**config.mk**
```make
export PLATFORM = sky130hd
export DESIGN_NAME = btb_update_queue
export DESIGN_NICKNAME = d
export VERILOG_FILES = /design/src/rtl/btb_update_queue_pkg.sv /design/src/rtl/btb_upd_fifo.sv /design/src/rtl/btb_update_queue.sv
export SDC_FILE = /design/constraint.sdc
export NUM_CORES = 1
export LEC_CHECK = 0
export CORE_AREA = 2 2 181 183
export CTS_BUF_LIST = sky130_fd_sc_hd__clkbuf_2 sky130_fd_sc_hd__clkbuf_4 sky130_fd_sc_hd__clkbuf_8
export DETAILED_ROUTE_END_ITERATION = 12
export DIE_AREA = 0 0 183 185
export PLACE_DENSITY = 0.59
export SLEW_MARGIN = 20
export SYNTH_ARGS = -nofsm -noshare
export SYNTH_HDL_FRONTEND = slang
export SYNTH_SLANG_ARGS = --single-unit
```
**constraint.sdc**
```tcl
create_clock -name clk -period 3.5 [get_ports clk]
set_input_delay 0.525 -clock clk [delete_from_list [all_inputs] [get_ports clk]]
set_output_delay 0.525 -clock clk [all_outputs]
set_load 0.01 [all_outputs]
```
**src/rtl/btb_update_queue_pkg.sv**
```systemverilog
// Shared types and constants for the BTB update queue: field widths, PC slicing,
// controller states and the queued BTB write entry.
package btb_update_queue_pkg;

   localparam int BTB_IDX_W  = 13;
   localparam int BTB_TAG_W  = 8;
   localparam int BTB_TGT_W  = 32;
   localparam int PC_W       = 32;
   localparam int PC_IDX_LSB = 2;
   localparam int PC_TAG_LSB = PC_IDX_LSB + BTB_IDX_W;

   localparam logic [BTB_IDX_W-1:0] SWEEP_LAST = 13'h1FFF;

   typedef enum logic [0:0] {
      ST_IDLE  = 1'b0,
      ST_FLUSH = 1'b1
   } state_e;

   typedef struct packed {
      logic [BTB_IDX_W-1:0] waddr;
      logic                 v;
      logic [BTB_TAG_W-1:0] bia;
      logic [BTB_TGT_W-1:0] bta;
   } btb_entry_t;

   // Not-taken updates invalidate the entry, so their target is forced to zero.
   function automatic btb_entry_t make_entry(input logic [PC_W-1:0]      pc,
                                             input logic                 taken,
                                             input logic [BTB_TGT_W-1:0] target);
      btb_entry_t e;
      e.waddr = pc[PC_IDX_LSB +: BTB_IDX_W];
      e.v     = taken;
      e.bia   = pc[PC_TAG_LSB +: BTB_TAG_W];
      e.bta   = taken ? target : {BTB_TGT_W{1'b0}};
      return e;
   endfunction

endpackage

```
**src/rtl/btb_upd_fifo.sv**
```systemverilog
// Synchronous FIFO of BTB write entries with bulk clear and in-place
// overwrite of the newest entry.
module btb_upd_fifo
   import btb_update_queue_pkg::*;
#(
   parameter int DEPTH = 4
) (
   input  logic       clk_i,
   input  logic       rst_i,
   input  logic       clr_i,
   input  logic       push_i,
   input  logic       ovr_i,
   input  logic       pop_i,
   input  btb_entry_t wdata_i,
   output btb_entry_t head_o,
   output btb_entry_t tail_o,
   output logic       empty_o,
   output logic       full_o,
   output logic       single_o
);

   localparam int AW = $clog2(DEPTH);
   localparam logic [AW-1:0] PTR_ONE  = AW'(1);
   localparam logic [AW:0]   CNT_ONE  = (AW+1)'(1);
   localparam logic [AW:0]   CNT_FULL = (AW+1)'(DEPTH);

   btb_entry_t    mem_q [DEPTH];
   logic [AW-1:0] rptr_q, rptr_d;
   logic [AW-1:0] wptr_q, wptr_d;
   logic [AW:0]   cnt_q, cnt_d;

   always_comb begin
      rptr_d = rptr_q;
      wptr_d = wptr_q;
      cnt_d  = cnt_q;
      if (clr_i) begin
         rptr_d = {AW{1'b0}};
         wptr_d = {AW{1'b0}};
         cnt_d  = {(AW+1){1'b0}};
      end else begin
         if (push_i) begin
            wptr_d = wptr_q + PTR_ONE;
         end else begin
            wptr_d = wptr_q;
         end
         if (pop_i) begin
            rptr_d = rptr_q + PTR_ONE;
         end else begin
            rptr_d = rptr_q;
         end
         case ({push_i, pop_i})
            2'b10:   cnt_d = cnt_q + CNT_ONE;
            2'b01:   cnt_d = cnt_q - CNT_ONE;
            default: cnt_d = cnt_q;
         endcase
      end
   end

   always_ff @(posedge clk_i) begin
      if (rst_i) begin
         rptr_q <= {AW{1'b0}};
         wptr_q <= {AW{1'b0}};
         cnt_q  <= {(AW+1){1'b0}};
      end else begin
         rptr_q <= rptr_d;
         wptr_q <= wptr_d;
         cnt_q  <= cnt_d;
      end
   end

   always_ff @(posedge clk_i) begin
      if (push_i && !clr_i) begin
         mem_q[wptr_q] <= wdata_i;
      end else if (ovr_i && !clr_i) begin
         mem_q[wptr_q - PTR_ONE] <= wdata_i;
      end
   end

   assign head_o   = mem_q[rptr_q];
   assign tail_o   = mem_q[wptr_q - PTR_ONE];
   assign empty_o  = (cnt_q == {(AW+1){1'b0}});
   assign full_o   = (cnt_q == CNT_FULL);
   assign single_o = (cnt_q == CNT_ONE);

endmodule

```
**src/rtl/btb_update_queue.sv**
```systemverilog
// Queues resolved-branch updates into BTB writes and runs a full-table invalidate
// sweep on request. Optional same-index coalescing: BTB_UPD_COALESCE_EN.
module btb_update_queue
   import btb_update_queue_pkg::*;
#(
   parameter int DEPTH = 4
) (
   input  logic                 clk,
   input  logic                 rst,
   input  logic                 upd_valid,
   output logic                 upd_ready,
   input  logic [PC_W-1:0]      upd_pc,
   input  logic                 upd_taken,
   input  logic [BTB_TGT_W-1:0] upd_target,
   input  logic                 flush_req,
   output logic                 flush_busy,
   output logic                 btb_wen,
   output logic [BTB_IDX_W-1:0] btb_waddr,
   output logic                 btb_V,
   output logic [BTB_TAG_W-1:0] btb_BIA,
   output logic [BTB_TGT_W-1:0] btb_BTA
);

   state_e               state_q, state_d;
   logic [BTB_IDX_W-1:0] cnt_q, cnt_d;
   btb_entry_t           out_q, out_d;
   logic                 wen_q, wen_d;
   logic                 busy_q, busy_d;

   btb_entry_t upd_entry_s, head_s, tail_s;
   logic       empty_s, full_s, single_s;
   logic       idle_s, pop_s, hit_s, accept_s, push_s, ovr_s, clr_s;

   assign upd_entry_s = make_entry(upd_pc, upd_taken, upd_target);
   assign idle_s      = (state_q == ST_IDLE);
   assign pop_s       = !rst && idle_s && !flush_req && !empty_s;
   assign clr_s       = idle_s && flush_req;

`ifdef BTB_UPD_COALESCE_EN
   // Only the newest entry may absorb an update, and never while it is leaving.
   assign hit_s = !empty_s && (tail_s.waddr == upd_entry_s.waddr) && !(pop_s && single_s);
`else
   logic unused_s;
   assign unused_s = ^{tail_s, single_s};
   assign hit_s    = 1'b0;
`endif

   assign upd_ready = !rst && idle_s && !flush_req && (!full_s || hit_s);
   assign accept_s  = upd_valid && upd_ready;
   assign push_s    = accept_s && !hit_s;
   assign ovr_s     = accept_s && hit_s;

   btb_upd_fifo #(.DEPTH(DEPTH)) u_fifo (
      .clk_i    (clk),
      .rst_i    (rst),
      .clr_i    (clr_s),
      .push_i   (push_s),
      .ovr_i    (ovr_s),
      .pop_i    (pop_s),
      .wdata_i  (upd_entry_s),
      .head_o   (head_s),
      .tail_o   (tail_s),
      .empty_o  (empty_s),
      .full_o   (full_s),
      .single_o (single_s)
   );

   always_ff @(posedge clk) begin
      if (rst) begin
         state_q <= ST_IDLE;
         cnt_q   <= {BTB_IDX_W{1'b0}};
      end else begin
         state_q <= state_d;
         cnt_q   <= cnt_d;
      end
   end

   always_comb begin
      state_d = state_q;
      cnt_d   = cnt_q;
      case (state_q)
         ST_IDLE: begin
            if (flush_req) begin
               state_d = ST_FLUSH;
               cnt_d   = {BTB_IDX_W{1'b0}};
            end else begin
               state_d = ST_IDLE;
               cnt_d   = cnt_q;
            end
         end
         ST_FLUSH: begin
            cnt_d = cnt_q + 13'd1;
            if (cnt_q == SWEEP_LAST) begin
               state_d = ST_IDLE;
            end else begin
               state_d = ST_FLUSH;
            end
         end
         default: begin
            state_d = ST_IDLE;
            cnt_d   = {BTB_IDX_W{1'b0}};
         end
      endcase
   end

   // Busy covers the flush state plus the cycle presenting the last sweep write.
   always_comb begin
      out_d  = out_q;
      wen_d  = 1'b0;
      busy_d = (state_d == ST_FLUSH) || (state_q == ST_FLUSH);
      case (state_q)
         ST_IDLE: begin
            if (pop_s) begin
               wen_d = 1'b1;
               out_d = head_s;
            end else begin
               wen_d = 1'b0;
               out_d = out_q;
            end
         end
         ST_FLUSH: begin
            wen_d       = 1'b1;
            out_d.waddr = cnt_q;
            out_d.v     = 1'b0;
            out_d.bia   = {BTB_TAG_W{1'b0}};
            out_d.bta   = {BTB_TGT_W{1'b0}};
         end
         default: begin
            wen_d = 1'b0;
            out_d = out_q;
         end
      endcase
   end

   always_ff @(posedge clk) begin
      if (rst) begin
         out_q  <= {$bits(btb_entry_t){1'b0}};
         wen_q  <= 1'b0;
         busy_q <= 1'b0;
      end else begin
         out_q  <= out_d;
         wen_q  <= wen_d;
         busy_q <= busy_d;
      end
   end

   assign btb_wen    = wen_q;
   assign btb_waddr  = out_q.waddr;
   assign btb_V      = out_q.v;
   assign btb_BIA    = out_q.bia;
   assign btb_BTA    = out_q.bta;
   assign flush_busy = busy_q;

endmodule

```
* After elaboration in Yosys (flattened, before gate mapping)
Memories as Yosys holds them, arrays and structs flattened. A register that Yosys moved wholly into a read port is not among the register bits.
Index checks and enable logic that the tools add are counted.
** Word-level totals
- Bits in registers :: 77
- Memory bits (writable) :: 216
- Bits of input ports :: 69
- Word-level logic and storage cells :: 55
- Memories :: 1
- Output and inout port bits :: 57
** Memory list
- u_fifo.mem_q :: depth 4, width 54, read ports 1, clocked after Yosys merged registers in 1, write ports 1, line btb_upd_fifo.sv:27 : btb_entry_t mem_q [DEPTH];
** Cells by class
- Eq/ne operators :: 6
- $add $sub $neg :: 5
- Mux-type cells :: 15
- Bitwise operators :: 1
- Reductions and logical operators :: 16
** Operators with widths (count)
- $pmux W54 S2 :: 1
- $mux W54 :: 1
- $mux W32 :: 1
- $pmux W13 S2 :: 1
- $add A13 B1 Y13 const B :: 1
- $eq A13 B13 Y1 const B :: 1
- $mux W13 :: 1
- $logic_and A1 B1 Y1 :: 7
- $pmux W3 S2 :: 1
- $logic_not A1 Y1 :: 5
- $mux W1 :: 5
- $add A2 B1 Y2 const B :: 2
- $mux W2 :: 2
- $pmux W1 S2 :: 2
- $add A3 B1 Y3 const B :: 1
- $eq A3 B3 Y1 const B :: 1
- $logic_not A3 Y1 :: 1
- $sub A3 B1 Y3 const B :: 1
- $eq A2 B1 Y1 const B :: 1
- $eq A2 B2 Y1 const B :: 1
- $ne A2 B1 Y1 const B :: 1
- $ne A2 B2 Y1 const B :: 1
- $reduce_bool A2 Y1 :: 1
- $reduce_or A2 Y1 :: 1
- 2 further kinds :: 2

* Longest topological paths before layout
- Depth in word-level cells :: 8
- Depth in mapped cells :: 10
- Depth with buffers taken out :: 9

* Cells and area by module
A second synthesis with hierarchy kept.
** Unflattened totals
- Cell total of the unflattened synthesis :: 764
- Area total of the unflattened synthesis :: 12628.4 sq um
** By module, submodules not included
- btb_upd_fifo :: cells an instance 404, area each 9696.8 sq um, instances 1, seq. area each 6666.4 sq um
- btb_update_queue :: cells an instance 360, area each 2931.6 sq um, instances 1, seq. area each 1401.3 sq um

* Least setup slack after synthesis
OpenSTA, ideal clock, no wires.
- Path kind :: in2reg
- Start point :: input rst
- End point :: memory u_fifo.mem_q[0][0] in the netlist's numbering, enable pin
- Path buffers :: 0
- Cell stages on the path :: 3
- Required time :: 3.083 ns
- Setup slack :: 0.653 ns
- Library setup time :: 0.417 ns
- Arrival :: 2.430 ns
- Cell sequence :: nor3_1 -> o311a_1 -> and2_1
** On the way
- Cells in the longest elaborated chain, start to end :: 8
** RTL lines
- start: declaration :: line btb_update_queue.sv:9 : input logic rst,
- $logic_not A1 Y1 :: line btb_update_queue.sv:48 : assign upd_ready = !rst && idle_s && !flush_req && (!full_s || hit_s);
- $logic_and A1 B1 Y1 (3 in a row) :: line btb_update_queue.sv:48
- $logic_and A1 B1 Y1 :: line btb_update_queue.sv:49 : assign accept_s = upd_valid && upd_ready;
- $logic_and A1 B1 Y1 :: line btb_upd_fifo.sv:72 : if (push_i && !clr_i) begin
- $mux W1 :: line btb_upd_fifo.sv:72
- $mux W1 (implied by the code) :: line btb_upd_fifo.sv:73 : mem_q[wptr_q] <= wdata_i;
- end: declaration :: line btb_upd_fifo.sv:27
Every way passes these cells.

* Final worst setup path
- Start point :: register state_q
- End point :: output upd_ready
** On the way
- Cells in the longest elaborated chain, start to end :: 4
** RTL lines
- start: declaration :: line btb_update_queue.sv:24 : state_e state_q, state_d;
- start signal: assignment :: line btb_update_queue.sv:73 : state_q <= state_d;
- $not A1 Y1
- $logic_and A1 B1 Y1 (3 in a row) :: line btb_update_queue.sv:48
- end: declaration :: line btb_update_queue.sv:11 : output logic upd_ready,
Every way passes these cells.

==> impl_results.md <==
* Outcome: complete, no violations
* Maximum fanout along the worst path at 12
* P_int at 5.49 mW
* Total routing resource utilization after global routing at 13.6%
* Count of final hold-check violations at 0
* Register share of total power at 54.5%
* Number of synthesis warnings at 0
* Hold Startpoint: u_fifo.rptr_q[1]
* Most common flop cell mapped by yosys: edfxtp_1
* Worst R2R End: u_fifo.cnt_q[2]
* Fraction of final layout cells sized beyond drive strength 1 at 20.5%
* Wire length of the first global-routing pass at 35,200 um
* Total power density per cell area at 511 nW/um^2
* Setup repair after global routing missed its margin: no
* Maximum number of buffers from clock root to sink at 3
* Transition time at the pin with the least slew margin at 0.956 ns
* Post-detailed-route count of antenna-violating nets at 0
* Critical path origin: state_q
* Nets in the synthesized netlist at 672
* Wirelength, routed at 23,000 um
* Fraction of the yosys area taken by sequential cells at 73.4%
* Non-Filler Instances at 1,194
* TritonCTS clock tree: yes
* Type of element launching the critical path: flip-flop
* Via count of the first global-routing pass at 6,160
* Summed instance area of the synthesized netlist at 11,000 um^2
* PortBufs at 114
* Number of placed instances, taps included at 1,104
* Combinational fraction of design power at 3.6%
* Synthesis-to-layout area growth at 24.1%
* Cell Chain, Critical Path: or3_1 -> a31oi_1 -> clkdlybuf4s50_1
* DRC violation total after the first TritonRoute iteration at 357
* Worst voltage drop across the vdd grid at 0.261 mV
* Total design power at 6.96 mW
* Met2 Resource Use GR at 23.4%
* Pre-CTS worst setup slack at 0.500 ns
* Fraction of power consumed by the clock network at 41.8%
* Number of enable-type register cells in the synthesized netlist at 216
* Worst R2R Start: state_q
* Per-cell routed wire length at 19.2 um
* Async set-or-reset flop fraction in the synthesized netlist at 0%
* Number of antenna violations at the first check in global routing at 0
* Finish-stage setup viols at 0
* Most common library cell in the layout ignoring fill and taps: edfxtp_1
* Data required time at the worst endpoint at 2.97 ns
* Endpoint arrival time on the critical path at 2.29 ns
* Number of different library cells in the post-synthesis netlist at 42
* Shortest period the worst path allows at 2.82 ns
* Total number of H-tree levels at 2
* Post-DP HPWL at 13,800 um
* Clock slew seen by the registers of the worst setup and hold paths at 0.06 ns
* Maximum Capacitance Violations at 0
* Met3 track utilization from global routing at 3.17%
* Clock root buffer master: clkbuf_8
* Grt met1 use at 17.3%
* Total number of nets in the final design at 823
* Reg2Reg Setup Slack at 1.04 ns
* Clock Sink Count at 295
* Number of inserted diodes at 0
* Crit path largest cell delay at 0.57 ns
* Die Y at 185 um
* Post CTS Setup Buffer Count at 0
* # rows at 66
* Overflow after GRT at 0
* Final critical-path share of the clock period at 80.5%
* I/O pin count at 126
* Synth Area per Inst at 18.4 um^2
* Number of iterations in the first detailed-routing pass at 4
* Hold buffer count at cts at 0
* Most crowded layer after global routing: met2
* Worst setup path category: reg -> out
* Initial cell density of the core at 34.3%
* Number of CTS-inserted buffers at 49
* Worst slew slack as a fraction of its limit at 36.0%
* Instance count along the most critical hold path at 1
* Final Slew Violations at 0
* FMAX at 355 MHz
* Number of vias per cell after detailed routing at 4.88
* Cell with the biggest individual delay on the critical path: clkdlybuf4s50_1
* Die Outline Area at 33,900 um^2
* Commonest cells after routing, fill and taps aside: edfxtp_1 (216), clkdlybuf4s50_1 (114), dfxtp_1 (77), clkbuf_8 (52), mux4_2 (47)
* Final critical-path setup slack at 0.683 ns
* Final setup TNS at 0 ns
* P_sw at 1.47 mW
* Vias at 5,824
* Skew-Pair Late Insertion Delay at 0.57 ns
* Horizontal extent of the die at 183 um
* CTS resizes at 0
* Register-to-Register Path Depth at 8
* Post-Syn Instances at 596
* Layout Skew at 0.0274 ns
* Net switching share of the total power at 21.1%
* Yosys reg bits at 295
* Total core area at 32,000 um^2
* DRC violations left at 0
* Type of the tightest min-delay check: reg -> reg
* Final estimated routing congestion in global placement at 0.735
* Maximum number of pins on one net before global-route repair at 53
* Lkg Pwr at 4.50 nW
* CP endpoint kind: primary output
## routing by layer
layer	part of all wire (%)	wire length [um]
met2	49	11300
met1	44	10100
met4	1.7	397
met3	5.2	1200
met5	0	0
## area by class of cell
class                           count  area (um^2)
Fill cell                        2904        18400
Timing Repair Buffer              133         1350
Multi-Input combinational cell    257         2710
Clock buffer                       72          866
Clock inverter                     18         86.3
Tap cell                          408          510
Inverter                           11         41.3
Sequential cell                   295         8070
## kinds of logic after synthesis
family	Yosys count	synth area share (%)
compound gates	73	5.47
xor+xnor	4	0.319
fa+ha+maj	7	0.866
buf+inv	44	2.05
flops	295	73.4
mux	64	12.2
simple gates	109	5.62
## synthesized netlist by cell type (9+ instances only)
| cell type | number | area (um^2) |
|---|---|---|
| clkbuf_1 | 10 | 37.5 |
| a221o_1 | 11 | 110 |
| nor2_1 | 11 | 41.3 |
| inv_1 | 11 | 41.3 |
| and3_1 | 12 | 75.1 |
| mux2i_1 | 9 | 90.1 |
| edfxtp_1 | 216 | 6490 |
| buf_2 | 17 | 85.1 |
| a22o_1 | 41 | 359 |
| nand3_1 | 16 | 80.1 |
| mux4_2 | 47 | 1060 |
| dfxtp_1 | 79 | 1580 |
| and2_1 | 36 | 225 |
## worst max-delay path: cells and delay by family, from the launching register on
kind | cells | cell delay [ns]
compound gates | 1 | 0.21
flops | 1 | 0.42
simple gates | 1 | 0.54
buf+inv | 1 | 0.57
## stage by stage
step           utilization (%)  cell area [um^2]  hold WS (ns)
2_1_floorplan                -             11000         0.426
3_3_place_gp              39.6             12700         0.434
3_5_place_dp              39.6             12700         0.445
4_1_cts                   42.5             13600         0.456
5_1_grt                   42.5             13600         0.486
6_report                  42.5             13600         0.474
## registers in the layout (all words and copies together) (netlist names), named ones only
signal,count
u_fifo.mem_q,216
btb_BTA,32
btb_waddr,13
cnt_q,13
btb_BIA,8
u_fifo.cnt_q,3
u_fifo.rptr_q,2
u_fifo.wptr_q,2
btb_V,1
btb_wen,1
flush_busy,1
state_q,1
## worst max path at each step
stage	end	slack (ns)
after floorplan	u_fifo.mem_q[0][0]	0.65
after global placement	u_fifo.cnt_q[2]	0.53
after detailed placement	u_fifo.cnt_q[2]	0.50
after CTS	upd_ready	0.63
after global routing	upd_ready	0.58
final	upd_ready	0.68
## power groups by stage
stage          logic, mW  clock network, mW  registers [mW]
6_report           0.253               2.91            3.80
5_1_grt            0.276               3.16            3.80
4_1_cts            0.258               3.01            3.80
3_5_place_dp       0.257                  0            3.87
3_3_place_gp       0.253                  0            3.87
2_1_floorplan      0.109                  0            3.87
No activity file was read; power rests on OpenSTA's default activity.
